===== config.mk =====
export PLATFORM = sky130hd
export DESIGN_NAME = pipelined_control_unit
export DESIGN_NICKNAME = d
export VERILOG_FILES = /design/src/rtl/pipelined_control_unit.sv
export SDC_FILE = /design/constraint.sdc
export NUM_CORES = 1
export LEC_CHECK = 0
export BUFFER_PORTS_ARGS = -buffer_cell sky130_fd_sc_hd__buf_2
export CAP_MARGIN = 20
export CORE_ASPECT_RATIO = 2
export CORE_UTILIZATION = 57
export DETAILED_ROUTE_END_ITERATION = 6
export GPL_TIMING_DRIVEN = 0
export PLACE_DENSITY = 0.85
export SYNTH_ARGS = -nofsm -noshare
export SYNTH_HDL_FRONTEND = slang
export SYNTH_SLANG_ARGS = --single-unit

===== constraint.sdc =====
create_clock -name clk -period 4.89 [get_ports clk]
set_clock_uncertainty 0.1 [all_clocks]
set_input_delay 0.2445 -clock clk [delete_from_list [all_inputs] [get_ports clk]]
set_output_delay 0.2445 -clock clk [all_outputs]
set_load 0.02 [all_outputs]

===== src/rtl/pipelined_control_unit.sv =====
// RV32I control unit: decodes the instruction in ID and carries the control bundle
// through PIPE_STAGES registered stages, with stall, flush and load-use interlock.
module pipelined_control_unit #(
   parameter int unsigned PIPE_STAGES = 3,
   parameter bit          ENABLE_EXT  = 1'b1
) (
   input  logic        clk,
   input  logic        rst_n,
   input  logic [31:0] instr_i,
   input  logic        instr_valid_i,
   output logic        instr_ready_o,
   input  logic        stall_i,
   input  logic        flush_i,
   output logic        ex_valid_o,
   output logic [3:0]  ex_alu_ctrl_o,
   output logic        ex_alu_src_o,
   output logic [2:0]  ex_imm_src_o,
   output logic [2:0]  ex_br_cond_o,
   output logic        ex_branch_o,
   output logic        ex_jal_o,
   output logic        ex_jalr_o,
   output logic [4:0]  ex_rd_o,
   output logic        mem_write_o,
   output logic        wb_reg_write_o,
   output logic        wb_result_src_o,
   output logic [4:0]  wb_rd_o,
   output logic        illegal_o
);

   localparam int unsigned MEM_IDX = (PIPE_STAGES > 1) ? 1 : 0;
   localparam int unsigned WB_IDX  = PIPE_STAGES - 1;

   typedef struct packed {
      logic       valid;
      logic [3:0] alu_ctrl;
      logic       alu_src;
      logic [2:0] imm_src;
      logic [2:0] br_cond;
      logic       branch;
      logic       jal;
      logic       jalr;
      logic [4:0] rd;
      logic       mem_write;
      logic       reg_write;
      logic       result_src;
   } ctrl_t;

   ctrl_t pipe_q [PIPE_STAGES];
   ctrl_t dec;
   ctrl_t stage0_d;
   logic  illegal_q, illegal_d;
   logic  illegal, uses_rs2, hazard, accept;

   logic [6:0] opcode, funct7;
   logic [2:0] funct3;
   logic       f7_zero, f7_alt;

   assign opcode  = instr_i[6:0];
   assign funct3  = instr_i[14:12];
   assign funct7  = instr_i[31:25];
   assign f7_zero = (funct7 == 7'b0000000);
   assign f7_alt  = (funct7 == 7'b0100000);

   function automatic logic [3:0] logic_op(input logic [2:0] f3);
      case (f3)
         3'b001:  logic_op = 4'b0111;
         3'b100:  logic_op = 4'b1010;
         3'b110:  logic_op = 4'b1011;
         3'b111:  logic_op = 4'b1100;
         default: logic_op = 4'b0000;
      endcase
   endfunction

   always_comb begin
      dec       = '0;
      illegal   = 1'b0;
      uses_rs2  = 1'b0;
      dec.valid = 1'b1;
      dec.rd    = instr_i[11:7];
      case (opcode)
         7'b0110011: begin
            uses_rs2      = 1'b1;
            dec.reg_write = 1'b1;
            case (funct3)
               3'b000: begin
                  dec.alu_ctrl = f7_alt ? 4'b1000 : 4'b0000;
                  illegal      = !(f7_zero || f7_alt);
               end
               3'b101: begin
                  dec.alu_ctrl = f7_alt ? 4'b1110 : 4'b1001;
                  illegal      = !(f7_zero || (f7_alt && ENABLE_EXT));
               end
               3'b010: begin
                  dec.alu_ctrl = 4'b1111;
                  illegal      = !(f7_zero && ENABLE_EXT);
               end
               3'b011:  illegal = 1'b1;
               default: begin
                  dec.alu_ctrl = logic_op(funct3);
                  illegal      = !f7_zero;
               end
            endcase
         end
         7'b0010011: begin
            dec.reg_write = 1'b1;
            dec.alu_src   = 1'b1;
            case (funct3)
               3'b000:  dec.alu_ctrl = 4'b0000;
               3'b010: begin
                  dec.alu_ctrl = 4'b1111;
                  illegal      = !ENABLE_EXT;
               end
               3'b011:  illegal = 1'b1;
               3'b101: begin
                  dec.alu_ctrl = instr_i[30] ? 4'b1110 : 4'b1001;
                  illegal      = instr_i[30] && !ENABLE_EXT;
               end
               default: dec.alu_ctrl = logic_op(funct3);
            endcase
         end
         7'b0000011: begin
            dec.reg_write  = 1'b1;
            dec.alu_src    = 1'b1;
            dec.result_src = 1'b1;
            dec.alu_ctrl   = (funct3 == 3'b100) ? 4'b0101 : 4'b0000;
            illegal        = (funct3 == 3'b011) || (funct3[2:1] == 2'b11);
         end
         7'b0100011: begin
            uses_rs2      = 1'b1;
            dec.rd        = '0;
            dec.mem_write = 1'b1;
            dec.alu_src   = 1'b1;
            dec.imm_src   = 3'b010;
            dec.alu_ctrl  = 4'b0110;
            illegal       = (funct3 > 3'b010);
         end
         7'b1100011: begin
            uses_rs2     = 1'b1;
            dec.rd       = '0;
            dec.branch   = 1'b1;
            dec.imm_src  = 3'b011;
            dec.br_cond  = funct3;
            dec.alu_ctrl = (funct3 == 3'b001) ? 4'b0001 : 4'b1101;
            illegal      = (funct3[2:1] == 2'b01);
         end
         7'b0110111: begin
            dec.reg_write = 1'b1;
            dec.alu_src   = 1'b1;
            dec.imm_src   = 3'b001;
            dec.alu_ctrl  = 4'b0100;
         end
         7'b0010111: begin
            dec.reg_write = 1'b1;
            dec.alu_src   = 1'b1;
            dec.imm_src   = 3'b001;
         end
         7'b1101111: begin
            dec.reg_write = 1'b1;
            dec.alu_src   = 1'b1;
            dec.imm_src   = 3'b100;
            dec.jal       = 1'b1;
            dec.alu_ctrl  = 4'b0010;
         end
         7'b1100111: begin
            dec.reg_write = 1'b1;
            dec.alu_src   = 1'b1;
            dec.jalr      = 1'b1;
            dec.alu_ctrl  = 4'b0011;
            illegal       = (funct3 != 3'b000);
         end
         default: illegal = 1'b1;
      endcase
      if (dec.rd == 5'd0) dec.reg_write = 1'b0;
   end

   // Load in EX whose result the ID instruction needs: hold ID, bubble EX.
   assign hazard = pipe_q[0].valid && pipe_q[0].result_src && (pipe_q[0].rd != 5'd0) &&
                   ((pipe_q[0].rd == instr_i[19:15]) ||
                    (uses_rs2 && (pipe_q[0].rd == instr_i[24:20])));

   assign instr_ready_o = !stall_i && !hazard && !flush_i;
   assign accept        = instr_valid_i && instr_ready_o;
   assign stage0_d      = (accept && !illegal) ? dec : '0;
   assign illegal_d     = accept && illegal;

   always_ff @(posedge clk or negedge rst_n) begin
      if (!rst_n) begin
         for (int unsigned k = 0; k < PIPE_STAGES; k++) pipe_q[k] <= '0;
         illegal_q <= 1'b0;
      end else begin
         if (flush_i)       pipe_q[0] <= '0;
         else if (!stall_i) pipe_q[0] <= stage0_d;
         for (int unsigned k = 1; k < PIPE_STAGES; k++)
            if (!stall_i) pipe_q[k] <= pipe_q[k-1];
         illegal_q <= illegal_d;
      end
   end

   assign ex_valid_o      = pipe_q[0].valid;
   assign ex_alu_ctrl_o   = pipe_q[0].alu_ctrl;
   assign ex_alu_src_o    = pipe_q[0].alu_src;
   assign ex_imm_src_o    = pipe_q[0].imm_src;
   assign ex_br_cond_o    = pipe_q[0].br_cond;
   assign ex_branch_o     = pipe_q[0].branch;
   assign ex_jal_o        = pipe_q[0].jal;
   assign ex_jalr_o       = pipe_q[0].jalr;
   assign ex_rd_o         = pipe_q[0].rd;
   assign mem_write_o     = pipe_q[MEM_IDX].valid && pipe_q[MEM_IDX].mem_write;
   assign wb_reg_write_o  = pipe_q[WB_IDX].valid && pipe_q[WB_IDX].reg_write;
   assign wb_result_src_o = pipe_q[WB_IDX].result_src;
   assign wb_rd_o         = pipe_q[WB_IDX].rd;
   assign illegal_o       = illegal_q;

endmodule


==> flow_metrics.env <==
export IMPL_post_cts_buffers=0
export IMPL_row_count=34
export IMPL_cp_end_kind="output port"
export IMPL_period_needed_ps=2160
export IMPL_hold_worst_slack_ps=-33.0
export IMPL_combPwrFrac=0.132
export IMPL_viasPerCell=5.93
export IMPL_root_buffer="clkbuf_8"
export IMPL_synth_top_cell_area_share=0.396
export IMPL_diodes=0
export IMPL_die_area_um2=4840
export IMPL_layout_area_seq_um2=1030
export IMPL_hold_viol_final=41
export IMPL_cts_buffer_depth=2
export IMPL_ys_types=55
export IMPL_sw_frac_of_total=0.245
export IMPL_violations="hold timing"
export IMPL_worstMarginPinSlew_ps=876
export IMPL_cp_arrival_ps=1820
export IMPL_cts_resized=0
export IMPL_pin_count=67
export IMPL_p_int_w=0.000542
export IMPL_p_clk_frac=0.392
export IMPL_core_um2=4340
export IMPL_syn_inst=270
export IMPL_drt_iter0_markers=72
export IMPL_p_seq_frac=0.476
export IMPL_cts_clk_slew_worst_paths_ps=80
export IMPL_initial_utilization=0.597
export IMPL_hp_class="primary input to asynchronous set/reset pin"
export IMPL_n_fill_cell=337
export IMPL_wl_per_cell_um=16.9
export IMPL_yosys_warnings=0
export IMPL_status="finished, violations left"
export IMPL_synth_area_per_cell_um2=9.60
export IMPL_drive_gt1_frac=0.392
export IMPL_grt_pass1_vias=2392
export IMPL_cellLeakagePower_nw=1.52
export IMPL_post_route_drc_count=0
export IMPL_multi_input_area_um2=1290
export IMPL_synth_area_leader_cell="dfrtp_1"
export IMPL_startpoint_type="flop"
export IMPL_power_switching_w=0.000176
export IMPL_track_usage=0.297
export IMPL_synth_ff_type="dfrtp_1"
export IMPL_antenna_found_initial=0
export IMPL_power_density_nw_per_um2=233
export IMPL_place_ws_ps=2700
export IMPL_finalPower_w=0.000718
export IMPL_place_hpwl_um=5240
export IMPL_ys_async_sr_fraction=1.00
export IMPL_grt_overflow_total=0
export IMPL_area_growth_pct=19.0
export IMPL_period_share=0.442
export IMPL_dieWidth_um=49.7
export IMPL_slew_violations=0
export IMPL_syn_area_um2=2590
export IMPL_maxCapViolations=0
export IMPL_grt_max_degree=42
export IMPL_synth_fp_nets=307
export IMPL_critPathMaxFanout=6
export IMPL_drt_pre_antenna_iters=4
export IMPL_grt_pass1_wl_um=10800
export IMPL_vdd_drop_max_uv=164
export IMPL_timing_final_ws_setup_ps=2730
export IMPL_drtAntennaViolNets=0
export IMPL_synth_edf_count=0
export IMPL_slew_headroom=0.416
export IMPL_path_class="flop to output port"
export IMPL_cts_sinks=41
export IMPL_finalSetupTns_ps=0
export IMPL_ys_ff_latch=41
export IMPL_worstPathRequired_ps=4550
export IMPL_wirelength_um=6650
export IMPL_vias=2329
export IMPL_finalNetCount=375
export IMPL_hold_buffers=0
export IMPL_gp_congestion=0.959
export IMPL_htree_levels=2
export IMPL_ys_seq_area_frac=0.396
export IMPL_cts_made_buffers=5
export IMPL_final_util=0.711
export IMPL_numPortBuffers=61
export IMPL_clock_fmax_mhz=463
export IMPL_r2r_cells=5
export IMPL_netlist_top_cells_area="dfrtp_1 (40%), mux2_2 (7.4%), buf_4 (6.1%)"
export IMPL_die_h_um=97.4
export IMPL_cts_tree="built"
export IMPL_setup_violations_final=0
export IMPL_clock_latency_ps=290
export IMPL_rsz0062_at_grt="no"
cell usage after synthesis, drive strengths merged (5+ instances only):
cell type and count:
a21oi 7, nand3 8, dfrtp 41, nor2b 5, nand2 35, nand4 9
o21ai 13, xnor2 5, mux2 17, xor2 5, buf 30, nor2 12
clkbuf 9, o31ai 15, nor3 5
layout make-up:
| class | count | area share |
|---|---|---|
| tap | 54 | 0.0219 |
| clock buffer | 6 | 0.0268 |
| clock inverter | 2 | 0.0122 |
| sequential | 41 | 0.333 |
| multi-input combinational | 187 | 0.419 |
| buffer | 39 | 0.0852 |
| timing repair buffer | 61 | 0.0989 |
| inverter | 3 | 0.00365 |
sequential cells by signal, indices dropped and copies added (netlist names):
signal and cells:
wb_result_src_o 1, ex_branch_o 1, illegal_o 1, ex_br_cond_o 3, pipe_q 14, ex_jal_o 1, ex_imm_src_o 3, wb_rd_o 5
ex_rd_o 5, ex_alu_src_o 1, ex_valid_o 1, ex_alu_ctrl_o 4, ex_jalr_o 1
layer usage:
| metal | track usage | routed length [µm] | vias to the layer above |
|---|---|---|---|
| met4 | 0.176 | 293 | 0 |
| met3 | 0.0313 | 285 | 22 |
| met2 | 0.575 | 3760 | 96 |
| met1 | 0.280 | 2300 | 1118 |
| li1 | - | - | 1093 |
| met5 | 0 | 0 | - |
cells in the final DEF, fill, tap and decap left out, drive strengths merged, types with 4 or more instances in the layout:
master | netlist | final
clkbuf | 9 | 15
buf | 30 | 91
nand2 | 35 | 35
mux2 | 17 | 17
xor2 | 5 | 5
dfrtp | 41 | 41
nor2b | 5 | 5
and2 | 4 | 4
nand2b | 4 | 4
nor3 | 5 | 5
nand4 | 9 | 9
nand3 | 8 | 8
o21ai | 13 | 13
a21oi | 7 | 7
xnor2 | 5 | 5
nor2 | 12 | 12
o31ai | 15 | 15
logic make-up (layout without fill, tap and decap cells):
kind of cell              after synthesis  count (layout)  synth area share
AOI/OAI and AO/OA                      58              58             0.179
xor gates and xnor gates               10              10            0.0338
buffers and inverters                  42             111             0.106
DFF                                    41              41             0.396
muxes                                  18              18            0.0777
and+or+nand+nor                       101             101             0.208
stage by stage:
step / instances / instance area (µm²)
finish: 393 / 3090
CTS: 393 / 3090
floorplan: 270 / 2590
global route: 393 / 3090
detailed placement: 385 / 2970
global placement: 385 / 2970
power groups by stage:
| stage | clock network (W) | registers, W | logic (W) |
|---|---|---|---|
| final | 0.000281 | 0.000341 | 0.0000948 |
| after global routing | 0.000297 | 0.000341 | 0.000104 |
| after CTS | 0.000286 | 0.000341 | 0.0000942 |
| after detailed placement | 0 | 0.000348 | 0.0000936 |
| after global placement | 0 | 0.000348 | 0.0000927 |
| after floorplan | 0 | 0.000348 | 0.0000547 |
worst paths after layout:
| check | end | slack, ps | from |
|---|---|---|---|
| min in group clk | ex_rd_o[4]$_DFFE_PN0P_ | 120 | instr_i[11] |
| min reg2reg | ex_jal_o$_DFFE_PN0P_ | 380 | ex_jal_o$_DFFE_PN0P_ |
| max in group asynchronous | pipe_q[29]$_DFFE_PN0N_ | 4180 | rst_n |
| max reg2reg | ex_imm_src_o[2]$_DFFE_PN0P_ | 2730 | ex_rd_o[1]$_DFFE_PN0P_ |
| min | pipe_q[1]$_DFFE_PN0N_ | -30 | rst_n |
| max | instr_ready_o | 2730 | ex_rd_o[1]$_DFFE_PN0P_ |
worst max-delay path, stage by stage (launching register included):
cell      delay (ps)
dfrtp_1          470
or4_1            570
o211ai_2         200
o21a_1           130
buf_2            150
Power figures use the tool's default switching activity.
